--- config.mk ---
export PLATFORM = sky130hd
export DESIGN_NAME = imm_alu_ctrl_seq_flat
export DESIGN_NICKNAME = d
export VERILOG_FILES = /design/src/rtl/imm_alu_ctrl_seq_if.sv /design/src/rtl/imm_alu_ctrl_seq.sv /design/src/flat_wrapper.sv
export SDC_FILE = /design/constraint.sdc
export NUM_CORES = 1
export LEC_CHECK = 0
export ABC_AREA = 1
export CAP_MARGIN = 20
export CORE_MARGIN = 10
export CORE_UTILIZATION = 26
export CTS_CLUSTER_SIZE = 20
export DETAILED_ROUTE_END_ITERATION = 8
export GPL_TIMING_DRIVEN = 0
export PLACE_DENSITY_LB_ADDON = 0.15
export SYNTH_ARGS = -nofsm -noshare
export SYNTH_HDL_FRONTEND = slang
export SYNTH_SLANG_ARGS = --single-unit
--- constraint.sdc ---
create_clock -name Clock -period 1 [get_ports Clock]
set_input_delay 0.1 -clock Clock [delete_from_list [all_inputs] [get_ports Clock]]
set_output_delay 0.1 -clock Clock [all_outputs]
set_load 0.01 [all_outputs]
--- src/rtl/imm_alu_ctrl_seq_if.sv ---
// Control bus between the immediate-ALU sequencer and the datapath.
// The sequencer side (master) takes run/opcode and drives every strobe;
// the datapath/stimulus side (slave) is the mirror image.
interface imm_alu_ctrl_seq_if #(
  parameter int OPC_W = 5
);
  logic             run;
  logic [OPC_W-1:0] opcode;

  logic PCout, MARin, Read, MDRin, MDRout, IRin, PCin, IncPC;
  logic Grb, Gra, Rout, Rin, Yin, Cout, Zin, Zlowout;

  logic [1:0] alu_op;
  logic [2:0] step;
  logic       busy;
  logic       done;
  logic       illegal;

  modport master (
    input  run, opcode,
    output PCout, MARin, Read, MDRin, MDRout, IRin, PCin, IncPC,
    output Grb, Gra, Rout, Rin, Yin, Cout, Zin, Zlowout,
    output alu_op, step, busy, done, illegal
  );

  modport slave (
    output run, opcode,
    input  PCout, MARin, Read, MDRin, MDRout, IRin, PCin, IncPC,
    input  Grb, Gra, Rout, Rin, Yin, Cout, Zin, Zlowout,
    input  alu_op, step, busy, done, illegal
  );
endinterface

--- src/rtl/imm_alu_ctrl_seq.sv ---
// Hard-wired control sequencer for andi/ori/addi.
// Steps fetch (T0..T2), decode and Y load (T3), ALU op (T4) and write-back (T5).
// Strobes decode from the state register only; illegal additionally looks at
// the live opcode during T3. T1 stretches for MEM_WAIT extra cycles.
module imm_alu_ctrl_seq #(
  parameter int               OPC_W    = 5,
  parameter int               MEM_WAIT = 1,
  parameter logic [OPC_W-1:0] OP_ANDI  = 5'b01100,
  parameter logic [OPC_W-1:0] OP_ORI   = 5'b01101,
  parameter logic [OPC_W-1:0] OP_ADDI  = 5'b01011
) (
  input logic                Clock,
  input logic                clear,
  imm_alu_ctrl_seq_if.master bus
);

  typedef enum logic [2:0] {
    IDLE = 3'd0,
    T0   = 3'd1,
    T1   = 3'd2,
    T2   = 3'd3,
    T3   = 3'd4,
    T4   = 3'd5,
    T5   = 3'd6
  } state_t;

  localparam logic [2:0] WAIT_LAST = 3'(MEM_WAIT);

  state_t     state, state_nxt;
  logic [2:0] wait_cnt, wait_nxt;
  logic [1:0] op_q, op_nxt;
  logic       op_ok;
  logic [1:0] op_dec;

  // Map the opcode field onto the ALU function code; flag anything unsupported.
  always_comb begin
    op_ok  = 1'b1;
    op_dec = 2'b00;
    if (bus.opcode == OP_ANDI)      op_dec = 2'b00;
    else if (bus.opcode == OP_ORI)  op_dec = 2'b01;
    else if (bus.opcode == OP_ADDI) op_dec = 2'b10;
    else                            op_ok  = 1'b0;
  end

  // State, memory-wait counter and latched ALU function.
  // NOTE: sequential state uses <= so every register samples pre-edge values.
  always_ff @(posedge Clock or posedge clear) begin
    if (clear) begin
      state    <= IDLE;
      wait_cnt <= 3'd0;
      op_q     <= 2'b00;
    end else begin
      state    <= state_nxt;
      wait_cnt <= wait_nxt;
      op_q     <= op_nxt;
    end
  end

  // Next-state logic and per-state strobes.
  // NOTE: every signal gets a default first so no path leaves one unassigned (no latch).
  always_comb begin
    state_nxt   = state;
    wait_nxt    = wait_cnt;
    op_nxt      = op_q;
    bus.PCout   = 1'b0;
    bus.MARin   = 1'b0;
    bus.Read    = 1'b0;
    bus.MDRin   = 1'b0;
    bus.MDRout  = 1'b0;
    bus.IRin    = 1'b0;
    bus.PCin    = 1'b0;
    bus.IncPC   = 1'b0;
    bus.Grb     = 1'b0;
    bus.Gra     = 1'b0;
    bus.Rout    = 1'b0;
    bus.Rin     = 1'b0;
    bus.Yin     = 1'b0;
    bus.Cout    = 1'b0;
    bus.Zin     = 1'b0;
    bus.Zlowout = 1'b0;
    bus.alu_op  = 2'b00;
    bus.done    = 1'b0;
    bus.illegal = 1'b0;
    bus.step    = state;
    bus.busy    = (state != IDLE);

    case (state)
      IDLE: if (bus.run) state_nxt = T0;
      T0: begin
        bus.PCout = 1'b1;
        bus.MARin = 1'b1;
        state_nxt = T1;
      end
      T1: begin
        bus.Read  = 1'b1;
        bus.MDRin = 1'b1;
        if (wait_cnt == WAIT_LAST) begin
          wait_nxt  = 3'd0;
          state_nxt = T2;
        end else begin
          wait_nxt  = wait_cnt + 3'd1;
        end
      end
      T2: begin
        bus.MDRout = 1'b1;
        bus.IRin   = 1'b1;
        bus.PCin   = 1'b1;
        bus.IncPC  = 1'b1;
        state_nxt  = T3;
      end
      T3: begin
        bus.Grb  = 1'b1;
        bus.Rout = 1'b1;
        bus.Yin  = 1'b1;
        if (op_ok) begin
          op_nxt    = op_dec;
          state_nxt = T4;
        end else begin
          bus.illegal = 1'b1;
          state_nxt   = IDLE;
        end
      end
      T4: begin
        bus.Cout   = 1'b1;
        bus.Zin    = 1'b1;
        bus.alu_op = op_q;
        state_nxt  = T5;
      end
      T5: begin
        bus.Zlowout = 1'b1;
        bus.Gra     = 1'b1;
        bus.Rin     = 1'b1;
        bus.done    = 1'b1;
        state_nxt   = bus.run ? T0 : IDLE;
      end
      default: state_nxt = IDLE;
    endcase
  end

endmodule
--- src/flat_wrapper.sv ---
// flat-port wrapper written by rule: the top's interface ports become plain ports
module imm_alu_ctrl_seq_flat 
#(
  parameter int               OPC_W    = 5,
  parameter int               MEM_WAIT = 1,
  parameter logic [OPC_W-1:0] OP_ANDI  = 5'b01100,
  parameter logic [OPC_W-1:0] OP_ORI   = 5'b01101,
  parameter logic [OPC_W-1:0] OP_ADDI  = 5'b01011
)
  (Clock, clear, bus_run, bus_opcode, bus_PCout, bus_MARin, bus_Read, bus_MDRin, bus_MDRout, bus_IRin, bus_PCin, bus_IncPC, bus_Grb, bus_Gra, bus_Rout, bus_Rin, bus_Yin, bus_Cout, bus_Zin, bus_Zlowout, bus_alu_op, bus_step, bus_busy, bus_done, bus_illegal);
  imm_alu_ctrl_seq_if #(.OPC_W(OPC_W)) bus_i ();
  input logic Clock;
  input logic clear;
  input wire logic [$bits(bus_i.run)-1:0] bus_run;
  input wire logic [$bits(bus_i.opcode)-1:0] bus_opcode;
  output wire logic [$bits(bus_i.PCout)-1:0] bus_PCout;
  output wire logic [$bits(bus_i.MARin)-1:0] bus_MARin;
  output wire logic [$bits(bus_i.Read)-1:0] bus_Read;
  output wire logic [$bits(bus_i.MDRin)-1:0] bus_MDRin;
  output wire logic [$bits(bus_i.MDRout)-1:0] bus_MDRout;
  output wire logic [$bits(bus_i.IRin)-1:0] bus_IRin;
  output wire logic [$bits(bus_i.PCin)-1:0] bus_PCin;
  output wire logic [$bits(bus_i.IncPC)-1:0] bus_IncPC;
  output wire logic [$bits(bus_i.Grb)-1:0] bus_Grb;
  output wire logic [$bits(bus_i.Gra)-1:0] bus_Gra;
  output wire logic [$bits(bus_i.Rout)-1:0] bus_Rout;
  output wire logic [$bits(bus_i.Rin)-1:0] bus_Rin;
  output wire logic [$bits(bus_i.Yin)-1:0] bus_Yin;
  output wire logic [$bits(bus_i.Cout)-1:0] bus_Cout;
  output wire logic [$bits(bus_i.Zin)-1:0] bus_Zin;
  output wire logic [$bits(bus_i.Zlowout)-1:0] bus_Zlowout;
  output wire logic [$bits(bus_i.alu_op)-1:0] bus_alu_op;
  output wire logic [$bits(bus_i.step)-1:0] bus_step;
  output wire logic [$bits(bus_i.busy)-1:0] bus_busy;
  output wire logic [$bits(bus_i.done)-1:0] bus_done;
  output wire logic [$bits(bus_i.illegal)-1:0] bus_illegal;
  assign bus_i.run = bus_run;
  assign bus_i.opcode = bus_opcode;
  assign bus_PCout = bus_i.PCout;
  assign bus_MARin = bus_i.MARin;
  assign bus_Read = bus_i.Read;
  assign bus_MDRin = bus_i.MDRin;
  assign bus_MDRout = bus_i.MDRout;
  assign bus_IRin = bus_i.IRin;
  assign bus_PCin = bus_i.PCin;
  assign bus_IncPC = bus_i.IncPC;
  assign bus_Grb = bus_i.Grb;
  assign bus_Gra = bus_i.Gra;
  assign bus_Rout = bus_i.Rout;
  assign bus_Rin = bus_i.Rin;
  assign bus_Yin = bus_i.Yin;
  assign bus_Cout = bus_i.Cout;
  assign bus_Zin = bus_i.Zin;
  assign bus_Zlowout = bus_i.Zlowout;
  assign bus_alu_op = bus_i.alu_op;
  assign bus_step = bus_i.step;
  assign bus_busy = bus_i.busy;
  assign bus_done = bus_i.done;
  assign bus_illegal = bus_i.illegal;
  imm_alu_ctrl_seq #(.OPC_W(OPC_W), .MEM_WAIT(MEM_WAIT), .OP_ANDI(OP_ANDI), .OP_ORI(OP_ORI), .OP_ADDI(OP_ADDI)) u_core (.Clock(Clock), .clear(clear), .bus(bus_i));
endmodule
---- After elaboration in Yosys (flattened, before gate mapping) ----
Cells that the tools add are included.
word-level totals
  register bits after elaboration ......... 8
  input bits .............................. 8
  output and inout port bits .............. 24
cells by class
  add/subtract/negate cells ............... 1
  equal/unequal tests ..................... 12
  multiplexer cells ....................... 21
  reduce and logical (&&, ||, !) cells .... 4
operator list
  operator             count
  $pmux 3 s7           1
  $eq 5x4->1 const B   3
  $mux 1               12
  $mux 3               4
  $eq 3x3->1 const B   3
  $mux 2               4
  $eq 3x1->1 const B   2
  $eq 3x2->1 const B   2
  $reduce_and 2->1     2
  $add 3x1->3 const B  1
  $logic_not 3->1      1
  $reduce_bool 3->1    1
  $ne 2x1->1 const B   1
  $ne 2x2->1 const B   1

---- Depth between registers and ports, before layout ----
Gate-level depths: netlist of run 1.
  depth in word-level cells ............... 6
  depth in mapped cells ................... 7

---- Least setup slack after synthesis of run 1 ----
No wires, ideal clock.
  path type ............................... flip-flop to output port
  from .................................... register u_core.state[1] (netlist: u_core.bus.step[1])
  to ...................................... output bus_Rin
  data arrival time ....................... 1.236 ns
  data required time ...................... 0.900 ns
  setup slack ............................. -0.336 ns
  cell stages (with the launch flop) ...... 4
  buffers on the path ..................... 1
  cell sequence ........................... dfrtp_1 -> inv_2 -> nor3_1 -> buf_4
between the ends
  longest elaborated chain between the ends .. 2
ends and longest elaborated chain
  element                 line                    RTL
  from (decl)             imm_alu_ctrl_seq.sv:29  state_t state, state_nxt;
  from (signal assigned)  imm_alu_ctrl_seq.sv:53  state <= state_nxt;
  $eq 3x3->1              -
  $mux 1                  -
  to (decl)               flat_wrapper.sv:27      output wire logic [$bits(bus_i.Rin)-1:0] bus_Rin;
Every way passes these cells.

---- Worst setup path after layout of run 1 ----
  from .................................... register u_core.state[2] (netlist: u_core.bus.step[2])
  to ...................................... output bus_illegal
between the ends
  longest elaborated chain between the ends .. 2
ends and longest elaborated chain
  element     line                    RTL
  $eq 3x3->1  imm_alu_ctrl_seq.sv:87  case (state)
  $mux 1      imm_alu_ctrl_seq.sv:87
  to (decl)   flat_wrapper.sv:36      output wire logic [$bits(bus_i.illegal)-1:0] bus_illegal;
Every way passes these cells.

==> results.txt, run 1 <==
In the global route stage, overall resource usage came out at 8.24%. The worst setup path is of the reg2out kind. The final route contains 646 vias. Area of all placed cells without fillers: 1240 sq um. The run gives 1270 um as the final HPWL from detailed placement. Die boundary width: 66.1 um. The tools report the arrival time at the worst endpoint as 1.38 ns. In this run the worst setup path begins at u_core.bus.step[2]$_DFFE_PP0P_. The run finished, with violations left. The per-cell via count in the routed design is 4.14.

The source-to-sink clock delay at the later pin of the worst-skew pair was 0.27 ns. sky130_fd_sc_hd__dfrtp_1 takes more of the synthesized area than any other cell. The run gives 0.723 as the final RePlAce weighted congestion.

The run gives 6 as the detailed router's first-iteration violation count. Maximum fanout encountered on the critical timing path: 4. The final cycle utilization of the critical path was 148%.

The count of buffers added on input and output ports is 31. Yosys mapped the design onto 19 distinct sky130hd cell types. TritonCTS built the clock tree.

The number of placed instances, taps included, is 131. The minimum period implied by the final worst setup slack was 1.48 ns; the number of nets in the synthesized netlist was 81. For the total clock sinks, the log shows 8. The tools report the post-detailed-routing wire length as 1840 um. The layout has 165 filler cells. Once detail routing completed, the nets flagged for antenna violations numbered 0. Once the floorplan was initialized, standard cells occupied 27.8% of the core. After synthesis, the cell types taking the most area are sky130_fd_sc_hd__dfrtp_1 (36%), sky130_fd_sc_hd__buf_4 (15%), sky130_fd_sc_hd__nand2_1 (8.8%).

The number of max-capacitance violations reported was 0; the number of nets at the end of the flow was 138. The fraction of synthesized cell area taken by the top area cell type was 36.3%; the overflow left after global routing was 0. The type of the tightest min-delay check is in2async. The die boundary height came out at 66.1 um. In this run the critical register-to-register path is launched from u_core.bus.step[0]$_DFFE_PP0P_.

The number of global-route vias before repair was 648; the number of design rule violations left after detail routing was 0. First-pass GRT wire length: 2860 um. Type of origin of the critical path: a register. The least setup slack across all paths after layout is -0.479 ns.

The logs give 36.3% for the post-synthesis sequential area ratio and 80.9% for the tightest slew margin relative to the limit. The logs give 0 for the final count of pins violating max slew and 0 for the final number of hold-violating endpoints. In this run, post-CTS hold repair placed 0 buffers. The power per unit of standard cell area came out at 3030 nW/um^2. The core region area is 1980 sq um. Setup violations remaining at the end of the flow were counted as 32. After synthesis the cells add up to 552 sq um. No sink is reached through more buffers than the 2 on the longest clock path.

The worst clock skew is 0.0113 ns. After synthesis, the most frequently instantiated cells are sky130_fd_sc_hd__nand2_1 (13), sky130_fd_sc_hd__buf_4 (11), sky130_fd_sc_hd__nor2_1 (10). 0 antenna diodes ended up in the layout. The number of standard cells in the final layout excluding fillers is 156, and the post-synthesis average cell area is 7.56 sq um. The tree is rooted in a sky130_fd_sc_hd__clkbuf_4. For this run, the leading register cell type out of synthesis is sky130_fd_sc_hd__dfrtp_1. STA puts the critical path data required time at 0.90 ns. The floorplan has 16 rows. The checks that failed: setup timing. The tools report the timing-limited maximum frequency as 676 MHz. Entering global routing, the biggest net connects 9 pins.

Setup repair after global routing could not meet its margin everywhere. The count of synthesis-stage warnings from yosys was 0; the level count of the clock H-tree was 1. Leakage power summed over all cells: 0.617 nW.

Among all cell types in the netlist, the one instantiated most often is sky130_fd_sc_hd__nand2_1. The transition at the pin with the smallest max-transition slack came out at 0.286 ns. The worst setup path is captured at an output port. Summing all placed instances gives a cell area of 952 sq um. Relative to the synthesized area, the layout overhead comes to 125%.

The largest vdd supply drop is 1.49 mV, and the number of I/O pins is 32. The die covers 4360 sq um. The fraction of final layout cells sized beyond drive strength 1 is 66.7%, and the number of buffers added by the clock tree synthesis step is 3. The iteration count of the initial detailed-routing pass came out at 2. The register bit count reported by yosys was 8; the instance count of the mapped netlist was 73. The initial antenna violation count is 0, and the hold slack is 0.0645 ns.

The async set-reset flop share out of synthesis was 100%. After clock tree synthesis, the clock-pin slew on the worst setup and hold paths is 0.06 ns. The average wire per standard cell was 11.8 um; the count of flip-flops with a built-in enable after synthesis was 0.
-- timing repair --
item,CTS,global route
resized for setup,121,19
pin swaps,6,7
setup endpoints to repair,31,32
buffers inserted,15,7
gates cloned,0,0
endpoints found under the hold margin,0,0
-- metrics by stage --
step / utilization (%) / setup WS (ns) / power [mW] / setup TNS, ns
finish: 62.6 / -0.479 / 3.75 / -10.44
global route: 62.6 / -0.571 / 4.01 / -12.40
CTS: 57.5 / -0.494 / 3.41 / -9.72
detailed placement: 48.0 / -0.614 / 2.51 / -11.98
global placement: 48.0 / -0.614 / 2.49 / -11.91
floorplan: - / -0.157 / 1.67 / -1.64
-- registers in the layout, summed over array words and instances, names as in the netlist --
register / count
u_core.op_q: 2
u_core.bus.step: 3
u_core.wait_cnt: 3
-- cells in the final DEF, fill, tap and decap left out, drive strengths merged --
| cell | Yosys | final |
|---|---|---|
| nand2 | 14 | 14 |
| nor3 | 2 | 2 |
| buf | 11 | 56 |
| a21oi | 2 | 2 |
| o21ai | 1 | 1 |
| a21boi | 1 | 1 |
| clkbuf | 0 | 4 |
| xnor2 | 2 | 2 |
| nor2 | 12 | 12 |
| nand3 | 6 | 6 |
| nand4 | 1 | 1 |
| dfrtp | 8 | 8 |
| clkdlybuf4s50 | 0 | 7 |
| nand3b | 1 | 1 |
| inv | 12 | 12 |
-- power by group --
part | switching [mW] | internal, mW
clock network | 0.123 | 0.153
logic | 1.21 | 1.65
registers | 0.160 | 0.458
-- final timing paths --
| path | to | slack, ns | depth (start not counted) |
|---|---|---|---|
| worst max-delay path | bus_illegal | -0.48 | 7 |
| worst min-delay path | u_core.wait_cnt[1]$_DFFE_PP0P_ | 0.06 | 2 |
| worst max register to register | u_core.wait_cnt[1]$_DFFE_PP0P_ | -0.33 | 7 |
| worst min register to register | u_core.op_q[0]$_DFFE_PP0P_ | 0.48 | 2 |
| max in group asynchronous | u_core.bus.step[1]$_DFFE_PP0P_ | 0.68 | 2 |
| min in group Clock | u_core.op_q[0]$_DFFE_PP0P_ | 0.41 | 3 |
-- critical path: stages, from the launching register on --
cell and delay, ns:
sky130_fd_sc_hd__dfrtp_2 0.39, sky130_fd_sc_hd__inv_4 0.06, sky130_fd_sc_hd__buf_12 0.12, sky130_fd_sc_hd__nor3_4 0.19
sky130_fd_sc_hd__buf_6 0.14, sky130_fd_sc_hd__inv_4 0.03, sky130_fd_sc_hd__nor2_2 0.05, sky130_fd_sc_hd__buf_2 0.13
-- per-layer routing --
layer	vias to the layer above	share of wire [%]	track usage (%)
met2	22	53	14.3
met4	0	0.65	1.57
met5	-	0	0
met3	3	9.3	5.25
li1	327	-	-
met1	294	37	8.25
-- cell type report --
type | count | area [sq um] | area share [%]
Clock buffer | 4 | 26.3 | 2.12
Inverter | 12 | 55.1 | 4.44
Multi-Input combinational cell | 42 | 298 | 24.0
Tap cell | 27 | 33.8 | 2.72
Sequential cell | 8 | 204 | 16.4
Buffer | 11 | 101 | 8.17
Timing Repair Buffer | 52 | 522 | 42.1
-- cell families (layout without fill, tap and decap cells) --
| group | after synthesis | count (layout) | share of synthesized area, % |
|---|---|---|---|
| XOR/XNOR | 2 | 2 | 3.18 |
| AO/OA/AOI/OAI | 4 | 4 | 4.76 |
| flip-flops | 8 | 8 | 36.3 |
| AND/OR/NAND/NOR | 36 | 36 | 32.7 |
| buffers and inverters | 23 | 79 | 23.1 |
No activity file was read; power rests on OpenSTA's default activity.
==> run 2: changes to the inputs <==
Settings changed: CTS_BUF_LIST set to sky130_fd_sc_hd__clkbuf_4 sky130_fd_sc_hd__clkbuf_8 sky130_fd_sc_hd__clkbuf_16.
==> run 2 against run 1 <==
Effect of this change:
- the flow still finishes with violations (setup timing)
- clock power up 9.8%
- via count unchanged
- sequential power is essentially flat
- critical path depth is the same
- critical path type unchanged
==> results.txt, run 2 (synthesized netlist as in run 1, its figures left out) <==
The flow ran to the end, but the final reports show violations. The checks that failed: setup timing. For the largest vdd supply drop, the log shows 1.50 mV (+0.16%).

The minimum period implied by the final worst setup slack was 1.48 ns (-0.000633 ns); the total clock sinks was 8 (unchanged). The average wire per standard cell was 11.8 um (-0.11%). The cell that appears most often on the critical path is sky130_fd_sc_hd__inv_4.

Power per unit of standard cell area: 3040 nW/um^2 (+0.40%). The worst setup path is captured at an output port. Clock tree synthesis selected as its root buffer the cell sky130_fd_sc_hd__clkbuf_4. The logs give 16 (unchanged) for the standard-cell row count and 648 (unchanged) for the number of global-route vias before repair.

The number of nets at the end of the flow came out at 138 (unchanged). In the layout the commonest cells are sky130_fd_sc_hd__buf_6 (34), sky130_fd_sc_hd__buf_4 (18), sky130_fd_sc_hd__nand2_1 (11). The overflow left after global routing is 0 (unchanged).

The transition at the pin with the smallest max-transition slack works out to 0.286 ns (unchanged). The number of buffers inserted by port buffering is 31 (unchanged), and the slack of the worst reg-to-reg path is -0.33 ns (about the same). The delay of the slowest cell on the worst path was 0.39 ns (about the same). By startpoint and endpoint, the worst setup path is classified as reg2out. The per-cell via count in the routed design is 4.14 (unchanged). Setup repair after global routing could not meet its margin everywhere. The run gives 9 (unchanged) as the largest net degree at the start of global routing.

The final count of pins violating max slew was 0 (unchanged); the least setup slack across all paths after layout was -0.478 ns (+0.000633 ns). The run gives 0.27 ns (about the same) as the source-to-sink clock delay at the later pin of the worst-skew pair. The switching part of the total power came out at 39.5% (-0.30 points). The number of design rule violations left after detail routing was 0 (unchanged); the number of buffers between clock root and the deepest sink was 2 (unchanged). The initial core utilization was 27.8% (unchanged). The worst clock skew came out at 0.0108 ns (-0.000494 ns).

The logs give 677 MHz (about the same) for the timing-limited maximum frequency and 32 (unchanged) for the number of endpoints failing setup at the final stage. The proportion of power drawn by flip-flops and latches is 16.3% (-0.2 points). The run gives 75.6% (-0.6 points) as the share of total power in combinational logic. The final RePlAce weighted congestion is 0.723 (unchanged), and the iteration count of the initial detailed-routing pass is 2 (unchanged). The final HPWL from detailed placement is 1270 um (unchanged).

The run gives 1.49 mW (about the same) as the switching power total. The tools report the full die area as 4360 sq um (unchanged). Arrival time at the worst endpoint: 1.38 ns (about the same). The die boundary width was 66.1 um (unchanged); the number of fill cells was 165 (unchanged). The final number of hold-violating endpoints was 0 (unchanged). The initial antenna violation count is 0 (unchanged).

The highest metal layer used by the detailed router is met4. For the number of I/O pins, the log shows 32 (unchanged). TritonCTS built the clock tree. The leakage power summed over all cells was 0.621 nW (+0.55%). The post-detailed-routing wire length is 1830 um (-0.11%), and the met2 routed wirelength is 973 um (unchanged). The amount of wire on met3 after detailed routing is 171 um (unchanged). The worst slack after detailed placement is -0.614 ns (unchanged), and the sum of negative setup slack is -10.42 ns (+0.0176 ns).

The number of nets with antenna violations after routing was 0 (unchanged). The leading cell type in the layout, fill and taps excluded is sky130_fd_sc_hd__buf_6. The clock-pin slew of the registers on the worst-case setup and hold paths is 0.06 ns (about the same), and the number of max-capacitance violations reported is 0 (unchanged). The cell internal power dissipation was 2.29 mW (+1.2%). The final cycle utilization of the critical path was 148% (about the same); the fraction of final layout cells sized beyond drive strength 1 was 67.4% (+0.78 points). The number of standard cells in the final layout excluding fillers was 156 (unchanged). The area growth from synthesis to layout is 125%. The tightest slew margin relative to the limit is 80.9% (unchanged). For the portion of total power attributed to the clock network, the log shows 8.0% (+0.6 points). The type of the tightest min-delay check was in2async. The global router's overall resource usage is 8.24% (unchanged). The hold slack was 0.0650 ns (+0.000592 ns); the routed length on met1 was 677 um (-0.29%). Level count of the clock H-tree: 1 (unchanged). The detailed router's first-iteration violation count was 6 (unchanged). The cell with the largest stage delay on the worst path is sky130_fd_sc_hd__dfrtp_2. The core region area came out at 1980 sq um (unchanged). Placement-stage cell area: 952 sq um (unchanged).

Worst-case reg-to-reg path depth: 7 (unchanged). The area of all placed cells without fillers was 1240 sq um (+0.30%); the detailed-route via count was 646 (unchanged). The number of buffers added by the clock tree synthesis step was 3 (unchanged); the count of inserted antenna diode cells was 0 (unchanged). The die boundary height works out to 66.1 um (unchanged). STA classifies the critical path startpoint as a register.

The tools report the required time at the worst-slack endpoint as 0.90 ns (about the same). The maximum fanout encountered on the critical timing path is 4 (unchanged), and the number of placed cells counting well taps is 131 (unchanged). The critical path goes through inv_4 > buf_12 > nor3_4 > buf_6 > inv_4 > nor2_2 > buf_2. The first-pass GRT wire length came out at 2860 um (unchanged).
run 2: repair_timing:
| action | in CTS | in global routing |
|---|---|---|
| setup endpoints to repair | 31 | 32 |
| setup buffers | 15 | 7 |
| gates cloned | 0 | 0 |
| pin swaps | 6 | 7 |
| hold buffers | 0 | 0 |
| hold endpoints to repair | 0 | 0 |
| resized for setup | 121 | 19 |
run 2: cell type report:
| cell class | count | area (sq um) | share of cell area, % |
|---|---|---|---|
| buffer | 11 | 101 | 8.15 |
| clock buffer | 4 | 30.0 | 2.41 |
| inverter | 12 | 55.1 | 4.43 |
| multi-input combinational | 42 | 298 | 23.9 |
| sequential | 8 | 204 | 16.4 |
| tap | 27 | 33.8 | 2.72 |
| timing repair buffer | 52 | 522 | 42.0 |
run 2: power groups by stage:
stage / combinational, mW / sequential (mW) / clock, mW
2_1_floorplan: 1.00 / 0.663 / 0
3_3_place_gp: 1.83 / 0.658 / 0
3_5_place_dp: 1.85 / 0.661 / 0
4_1_cts: 2.50 / 0.618 / 0.317
5_1_grt: 3.07 / 0.635 / 0.340
6_report: 2.86 / 0.618 / 0.303
run 2: critical path: cells and delay by family, from the launching register on:
family,cells,cell delay [ns]
and+or+nand+nor,2,0.24
buffers and inverters,5,0.48
DFF,1,0.39
run 2: worst paths after layout:
check                                                from                              to
min in group Clock                          bus_opcode[0]      u_core.op_q[0]$_DFFE_PP0P_
max in group asynchronous                           clear  u_core.bus.step[1]$_DFFE_PP0P_
max reg2reg                u_core.bus.step[0]$_DFFE_PP0P_  u_core.wait_cnt[1]$_DFFE_PP0P_
min reg2reg                    u_core.op_q[0]$_DFFE_PP0P_      u_core.op_q[0]$_DFFE_PP0P_
max                        u_core.bus.step[2]$_DFFE_PP0P_                     bus_illegal
min                                                 clear  u_core.wait_cnt[1]$_DFFE_PP0P_
run 2: layer usage:
| metal | vias to the layer above | global-route usage (%) |
|---|---|---|
| li1 | 327 | - |
| met1 | 294 | 8.25 |
| met2 | 22 | 14.3 |
| met3 | 3 | 5.25 |
| met4 | 0 | 1.57 |
| met5 | - | 0 |
run 2: per-stage QoR:
step | power (mW) | utilization [%]
final | 3.78 | 62.8
after CTS | 3.44 | 57.7
after global placement | 2.49 | 48.0
after floorplan | 1.67 | -
after detailed placement | 2.51 | 48.0
after global routing | 4.04 | 62.8
==> run 3: changes to the inputs <==
Settings changed: SLEW_MARGIN set to 10.
==> results of run 3 <==
No change in the layout: final DEF, timing and power equal those of run 2.
